--- src/rtl/alu_writeback_if.sv ---
// alu_writeback_if: result bus from the ALU into the writeback stage.
// Carries one ALU result plus destination/flag controls under a valid/ready handshake.
// The ALU side is the master; the writeback stage is the slave and owns o_ready.
interface alu_writeback_if #(
  parameter int AW = 3
);
  logic          i_valid;
  logic          o_ready;
  logic [31:0]   i_result;
  logic [3:0]    i_apsr;
  logic [AW-1:0] i_rd;
  logic          i_we;
  logic          i_setflags;

  modport master (
    output i_valid, i_result, i_apsr, i_rd, i_we, i_setflags,
    input  o_ready
  );

  modport slave (
    input  i_valid, i_result, i_apsr, i_rd, i_we, i_setflags,
    output o_ready
  );
endinterface

--- src/rtl/alu_writeback.sv ---
// alu_writeback: one-entry commit register feeding an REGS x 32 regfile and the NZCV APSR.
// Latency: a result transferred on edge N becomes architectural on edge N+1 (later if i_hold).
// Backpressure: o_ready is low only while S1 is occupied and i_hold freezes the commit.
// Optional build macro ALU_WB_BYPASS_EN: forward the pending S1 result/flags to the read
// ports and tie o_hazard low; without it the read ports show architectural state only and
// o_hazard flags a read that the pending commit would change.
module alu_writeback #(
  parameter  int REGS  = 8,
  parameter  int CNT_W = 16,
  localparam int AW    = (REGS > 1) ? $clog2(REGS) : 1
) (
  input  logic             i_clk,
  input  logic             i_rst_n,
  alu_writeback_if.slave   wb,
  input  logic             i_hold,
  input  logic [AW-1:0]    i_rn_addr,
  output logic [31:0]      o_rn_data,
  input  logic             i_flags_rd,
  output logic [3:0]       o_apsr,
  output logic             o_hazard,
  output logic [CNT_W-1:0] o_retired
);

  // Commit register S1
  logic          r_s1_valid;
  logic [31:0]   r_s1_result;
  logic [3:0]    r_s1_apsr;
  logic [AW-1:0] r_s1_rd;
  logic          r_s1_we;
  logic          r_s1_setflags;

  // Architectural state
  logic [31:0]      r_regs [REGS];
  logic [3:0]       r_apsr;
  logic [CNT_W-1:0] r_retired;

  logic w_xfer;
  logic w_commit;
  logic w_rn_hit;
  logic w_flags_pending;

  // A full S1 frozen by i_hold is the only thing that blocks a new result;
  // an empty S1 always accepts, even under hold.
  assign wb.o_ready = !r_s1_valid || !i_hold;
  assign w_xfer     = wb.i_valid && wb.o_ready;
  assign w_commit   = r_s1_valid && !i_hold;

  // Pending S1 content that a read this cycle would observe once committed
  assign w_rn_hit        = r_s1_valid && r_s1_we && (r_s1_rd == i_rn_addr);
  assign w_flags_pending = r_s1_valid && r_s1_setflags;

  // S1 load on transfer, drain on commit-without-transfer, otherwise hold
  always_ff @(posedge i_clk or negedge i_rst_n) begin
    if (!i_rst_n) begin
      r_s1_valid    <= 1'b0;
      r_s1_result   <= '0;
      r_s1_apsr     <= '0;
      r_s1_rd       <= '0;
      r_s1_we       <= 1'b0;
      r_s1_setflags <= 1'b0;
    end else if (w_xfer) begin
      r_s1_valid    <= 1'b1;
      r_s1_result   <= wb.i_result;
      r_s1_apsr     <= wb.i_apsr;
      r_s1_rd       <= wb.i_rd;
      r_s1_we       <= wb.i_we;
      r_s1_setflags <= wb.i_setflags;
    end else if (w_commit) begin
      r_s1_valid    <= 1'b0;
    end
  end

  // Register-file write of the committing S1 result
  always_ff @(posedge i_clk or negedge i_rst_n) begin
    if (!i_rst_n) begin
      for (int i = 0; i < REGS; i++) begin
        r_regs[i] <= '0;
      end
    end else if (w_commit && r_s1_we) begin
      r_regs[r_s1_rd] <= r_s1_result;
    end
  end

  // APSR update from the committing S1 flags
  always_ff @(posedge i_clk or negedge i_rst_n) begin
    if (!i_rst_n) begin
      r_apsr <= '0;
    end else if (w_commit && r_s1_setflags) begin
      r_apsr <= r_s1_apsr;
    end
  end

  // Retired-instruction counter, wraps naturally at 2^CNT_W
  always_ff @(posedge i_clk or negedge i_rst_n) begin
    if (!i_rst_n) begin
      r_retired <= '0;
    end else if (w_commit) begin
      r_retired <= r_retired + 1'b1;
    end
  end

  assign o_retired = r_retired;

`ifdef ALU_WB_BYPASS_EN
  // Read ports forward the pending commit, so a consumer never sees stale data
  always_comb begin
    o_rn_data = r_regs[i_rn_addr];
    o_apsr    = r_apsr;
    o_hazard  = 1'b0;
    if (w_rn_hit) begin
      o_rn_data = r_s1_result;
    end
    if (w_flags_pending) begin
      o_apsr = r_s1_apsr;
    end
  end
`else
  // Read ports show architectural state; flag reads the pending commit would change
  always_comb begin
    o_rn_data = r_regs[i_rn_addr];
    o_apsr    = r_apsr;
    o_hazard  = w_rn_hit || (w_flags_pending && i_flags_rd);
  end
`endif

endmodule

--- src/flat_wrapper.sv ---
// flat-port wrapper written by rule: the top's interface ports become plain ports
module alu_writeback_flat 
#(
  parameter  int REGS  = 8,
  parameter  int CNT_W = 16,
  localparam int AW    = (REGS > 1) ? $clog2(REGS) : 1
)
  (i_clk, i_rst_n, i_hold, i_rn_addr, o_rn_data, i_flags_rd, o_apsr, o_hazard, o_retired, wb_i_valid, wb_i_result, wb_i_apsr, wb_i_rd, wb_i_we, wb_i_setflags, wb_o_ready);
  alu_writeback_if #(.AW(3)) wb_i ();
  input  logic i_clk;
  input  logic i_rst_n;
  input  logic i_hold;
  input  logic [AW-1:0] i_rn_addr;
  output logic [31:0] o_rn_data;
  input  logic i_flags_rd;
  output logic [3:0] o_apsr;
  output logic o_hazard;
  output logic [CNT_W-1:0] o_retired;
  input wire logic [$bits(wb_i.i_valid)-1:0] wb_i_valid;
  input wire logic [$bits(wb_i.i_result)-1:0] wb_i_result;
  input wire logic [$bits(wb_i.i_apsr)-1:0] wb_i_apsr;
  input wire logic [$bits(wb_i.i_rd)-1:0] wb_i_rd;
  input wire logic [$bits(wb_i.i_we)-1:0] wb_i_we;
  input wire logic [$bits(wb_i.i_setflags)-1:0] wb_i_setflags;
  output wire logic [$bits(wb_i.o_ready)-1:0] wb_o_ready;
  assign wb_i.i_valid = wb_i_valid;
  assign wb_i.i_result = wb_i_result;
  assign wb_i.i_apsr = wb_i_apsr;
  assign wb_i.i_rd = wb_i_rd;
  assign wb_i.i_we = wb_i_we;
  assign wb_i.i_setflags = wb_i_setflags;
  assign wb_o_ready = wb_i.o_ready;
  alu_writeback #(.REGS(REGS), .CNT_W(CNT_W)) u_core (.i_clk(i_clk), .i_rst_n(i_rst_n), .wb(wb_i), .i_hold(i_hold), .i_rn_addr(i_rn_addr), .o_rn_data(o_rn_data), .i_flags_rd(i_flags_rd), .o_apsr(o_apsr), .o_hazard(o_hazard), .o_retired(o_retired));
endmodule
--- config.mk ---
export PLATFORM = sky130hd
export DESIGN_NAME = alu_writeback_flat
export DESIGN_NICKNAME = d
export VERILOG_FILES = /design/src/rtl/alu_writeback_if.sv /design/src/rtl/alu_writeback.sv /design/src/flat_wrapper.sv
export SDC_FILE = /design/constraint.sdc
export NUM_CORES = 1
export LEC_CHECK = 0
export BUFFER_PORTS_ARGS = -buffer_cell sky130_fd_sc_hd__buf_2
export CORE_ASPECT_RATIO = 1.75
export CORE_MARGIN = 2
export CORE_UTILIZATION = 50
export DETAILED_ROUTE_END_ITERATION = 10
export PLACE_DENSITY = 0.75
export REMOVE_ABC_BUFFERS = 1
export SLEW_MARGIN = 10
export SYNTH_ARGS = -nofsm -noshare
export SYNTH_HDL_FRONTEND = slang
export SYNTH_SLANG_ARGS = --single-unit
--- constraint.sdc ---
create_clock -name i_clk -period 2.2 [get_ports i_clk]
set_clock_uncertainty 0.1 [all_clocks]
set_input_delay 0.22 -clock i_clk [delete_from_list [all_inputs] [get_ports i_clk]]
set_output_delay 0.22 -clock i_clk [all_outputs]
set_load 0.005 [all_outputs]
# ---- Word level (Yosys, flattened, before mapping)
# Index checks and enable logic that the tools add are counted.
dict set report word_totals {
  word_cells 45
  output_inout_bits 54
  reg_bits 318
  in_bits 49
}
dict set report classes {
  reduce_logical 14
  magnitude_cmp 3
  n_addsub 1
  mux 8
  n_bitwise 2
  n_eq_ne 1
}
# op n
set op_table {}
lappend op_table {{256-bit bitwise mux} 1}
lappend op_table {{32-bit binary-select mux with 3-bit select} 1}
lappend op_table {{32-bit demux with 3-bit select} 1}
lappend op_table {{32-bit 2-to-1 mux} 3}
lappend op_table {{16-bit by 1-bit adder with 16-bit output, second input constant} 1}
lappend op_table {{1-bit logical AND} 9}
lappend op_table {{4-bit >= comparator, second input constant} 2}
lappend op_table {{3-bit NOT with 4-bit output} 2}
lappend op_table {{4-bit by 1-bit less-than comparator with 1-bit output, second input constant} 1}
lappend op_table {{3-bit == test} 1}
lappend op_table {{1-bit logical NOT} 2}
lappend op_table {{1-bit logical OR} 2}
lappend op_table {{1-bit 2-to-1 mux} 2}
lappend op_table {{2-bit nonzero test} 1}

# ---- Depth between registers and ports, before layout
dict set report logic_depth {
  word_depth 6
  depth_mapped 6
  ltp_nobuf 5
}

# ---- Worst setup path before layout
# OpenSTA, ideal clock, no wires.
dict set report synth_path {
  path_kind {input port to output port}
  from {input port i_rn_addr[0]}
  to {output port o_rn_data[22]}
  required_time_ps 1880
  n_path_buf 1
  cell_stages 3
  arrival_ps 1555
  setup_slack_ps 325
  path_cell_list {clkbuf_1 -> mux4_2 -> mux2_2}
}
dict set report synth_between {
  elab_chain_len 4
}
# element line_no
set synth_lines {}
lappend synth_lines {{from (decl)} flat_wrapper.sv:13} ;# input logic [AW-1:0] i_rn_addr;
lappend synth_lines {{3-bit NOT with 4-bit output (implied by the code)} alu_writeback.sv:120} ;# o_rn_data = r_regs[i_rn_addr];
lappend synth_lines {{32-bit binary-select mux with 3-bit select} alu_writeback.sv:120}
lappend synth_lines {{32-bit 2-to-1 mux (implied by the code) (2 in series)} alu_writeback.sv:120}
lappend synth_lines {{to (decl)} flat_wrapper.sv:14} ;# output logic [31:0] o_rn_data;
# Every way passes these cells. The select of a mux whose other input is x is not followed.

# ---- Worst setup path after layout
dict set report layout_path {
  from {register u_core.r_regs[16] (netlist bit)}
  to {output port o_rn_data[16]}
}
dict set report layout_between {
  elab_chain_len 3
}
# element line_no
set layout_lines {}
lappend layout_lines {{from (decl)} alu_writeback.sv:33} ;# logic [31:0] r_regs [REGS];
lappend layout_lines {{from (signal, indexed assignment)} alu_writeback.sv:80} ;# r_regs[r_s1_rd] <= r_s1_result;
lappend layout_lines {{32-bit binary-select mux with 3-bit select} alu_writeback.sv:120}
lappend layout_lines {{32-bit 2-to-1 mux (implied by the code) (2 in series)} alu_writeback.sv:120}
# Every way passes these cells. The select of a mux whose other input is x is not followed.

==> impl_results.md <==
- Crit path to: o_rn_data[16]
- Diodes inserted: 0
- Final ANT Viol Nets: 0
- Seq. cell area: 0.00796 mm²
- Total CTS buffers: 29
- Number of register bits inferred by synthesis: 318
- # fillers: 2126
- Worst Max-Slew Pin Slew: 0.517 ns
- GRT Util Overall: 20.5%
- Final setup vio count: 0
- Most common cell after layout, fill and taps aside: dfrtp_1
- FF-to-FF End: u_core.r_regs[233]$_DFFE_PN0P_
- Core Area: 0.0278 mm²
- Critical path launch point type: flop
- Max Root-Sink Buffers: 3
- Min Tclk post-route: 2.15 ns
- Worst-path cell chain: mux4_2 -> mux2_4 -> buf_6
- Metal1 wirelength: 12100 µm
- Unrepaired setup endpoints after global routing: true
- Pre-antenna DRT Iters: 4
- Layout Cells excl Fill: 1395
- Slowest-stage cell, CP: mux4_2
- GP Congestion: 0.730
- Syn Area/Cell: 16.8 µm²
- CTS tree: done
- Initial antenna violation count: 0
- PD cells: 1190 mW/mm²
- Drt drc: 0
- CP Max Fanout: 2
- Hold WS: 0.0912 ns
- Max VDD drop: 0.598 mV
- Hold Path Class: in -> async
- Yosys cell types: 30
- R2R Setup Slk: 0.13 ns
- Met3 wire len: 1060 µm
- Chip width: 130 µm
- Number of global-route vias before repair: 8414
- Leak pwr: 0.00768 µW
- Worst setup path class: reg -> out
- GR Overflow Total: 0
- WL/cell: 20.7 µm
- Drt total wl: 28900 µm
- Layout cell share with drive strength beyond 1: 58.0%
- Top routing layer in use: met4
- Max_cap viols: 0
- CTS H-tree depth: 1
- Area of placed instances: 0.0153 mm²
- Reg2Reg Depth: 4
- Critical Path Sink Type: primary output
- CP Data Required Time: 1.88 ns
- Largest net degree at the start of global routing: 64
- Post-synthesis sequential area ratio: 56.9%
- Stages on worst setup path: 3
- Max transition margin: 65.3%
- Routed length on met2: 15200 µm
- Chip Height: 225 µm
- Fmax: 0.464 GHz
- # IOs: 103
- Largest incremental delay on the critical path: 0.48 ns
- Placed cell count: 1294
- CP delay by family, top: multiplexers
- Area growth syn-to-layout: 20.3%
- CP arrival: 1.83 ns
- Fin. max-slew vios: 0
- Vias: 7757
- DR iter-0 viols: 331
- Post-synth EDFFs: 0
- Synth Flop Type: dfrtp_1
- Final hold violations: 0
- Clk Latency, worst-skew pair: 0.56 ns
- Cell area after layout: 0.0168 mm²
- FF-to-FF Start: u_core.r_s1_rd[0]$_DFFE_PN0P_
- Root buf cell: clkbuf_16
- WP buf/inv: 1
- CP startpoint: u_core.r_regs[16]$_DFFE_PN0P_
- Overall power: 20000 µW
- Commonest non-fill, non-tap cells in the layout: dfrtp_1, mux2_2, buf_2
- Detailed placement HPWL: 17400 µm
- Die area: 0.0294 mm²
- Fraction of registers with async set/reset: 100%
- Syn. warnings: 0
- Final Cycle Share: 97.9%
- Multi-input gate area: 0.00582 mm²
- Via/cell ratio: 5.56
- First-pass GRT wire length: 46400 µm
- Row Count: 81
- Reg clk slew, reported paths: 0.06 ns
- I/O Buffers: 102
- Clock sink total: 318
- Status: complete, no violations
- Syn Inst Count: 833
- Starting density of the core: 50.3%
- Fin nets: 1052
- Synthesized cell area: 0.0140 mm²
## registers in the layout, summed over array words and instances (netlist names)
register and cells:
u_core.r_s1_apsr 4, u_core.o_apsr 4, u_core.r_s1_setflags 1, u_core.r_s1_we 1, u_core.r_s1_result 32, u_core.o_retired 16
u_core.r_regs 256, u_core.r_s1_valid 1, u_core.r_s1_rd 3
## repair_timing
item	4_1_cts	5_1_grt
gates resized for setup	3	14
cloned	0	0
hold endpoints to repair	340	0
endpoints found under the setup margin	3	11
hold buffers	45	0
buffers inserted	0	5
## final cells by class
type                    instances  area share, %
repair buffers                190           9.36
flip-flops and latches        318           47.3
clock buffers                  40           4.92
multi-input cells             462           34.6
inverters                       1         0.0223
clock inverters                11          0.982
well taps                     373           2.77
## per-layer routing
| metal | vias to the layer above | global-route usage, % |
|---|---|---|
| met5 | - | 0 |
| li1 | 3424 | - |
| met3 | 34 | 2.66 |
| met1 | 4160 | 26.6 |
| met2 | 139 | 36.3 |
| met4 | 0 | 5.18 |
## worst register-to-register path: cells and delay by family (launching register included)
| family | cells | cell delay (ns) |
|---|---|---|
| mux | 1 | 0.32 |
| simple gates | 2 | 0.86 |
| flops | 1 | 0.41 |
| buf+inv | 1 | 0.26 |
## synth_stat cells (4+ instances only)
cell / instances / area (µm²)
buf_6: 6 / 67.6
mux2_1: 4 / 45.0
mux2_2: 294 / 3310
xor2_1: 4 / 35.0
mux2_4: 34 / 510
dfrtp_1: 318 / 7960
nand2_1: 15 / 56.3
buf_2: 28 / 140
nand3_1: 4 / 20.0
nand4_1: 4 / 25.0
mux4_2: 64 / 1440
xnor2_1: 14 / 123
clkbuf_1: 16 / 60.1
## kinds of logic after synthesis
family	count (synthesis)	share of synthesized area [%]
buf+inv	53	2.00
mux	396	38.0
fa+ha+maj	1	0.0895
flops	318	56.9
compound gates	2	0.0895
simple gates	45	1.79
xor+xnor	18	1.13
## worst min-delay path by stage
stage	to
4_1_cts	u_core.r_regs[147]$_DFFE_PN0P_
6_report	u_core.r_regs[147]$_DFFE_PN0P_
5_1_grt	u_core.r_regs[5]$_DFFE_PN0P_
3_3_place_gp	u_core.r_regs[147]$_DFFE_PN0P_
2_1_floorplan	u_core.o_apsr[0]$_DFFE_PN0P_
3_5_place_dp	u_core.r_regs[147]$_DFFE_PN0P_
## stage by stage
step / TNS [ns] / setup slack, ns / utilization [%]
floorplan: -131.07 / -1.30 / -
global placement: 0 / 0.171 / 55.0
detailed placement: 0 / 0.141 / 55.0
CTS: 0 / 0.000189 / 60.2
global route: -0.0547 / -0.0263 / 60.6
finish: 0 / 0.0455 / 60.6
## power breakdown
part | switching, µW | internal (µW) | total (µW)
Sequential | 1360 | 8230 | 9600
Clock | 2170 | 3090 | 5260
Combinational | 1540 | 3620 | 5160
Total | 5070 | 14900 | 20000
No activity file was read; power rests on OpenSTA's default activity.
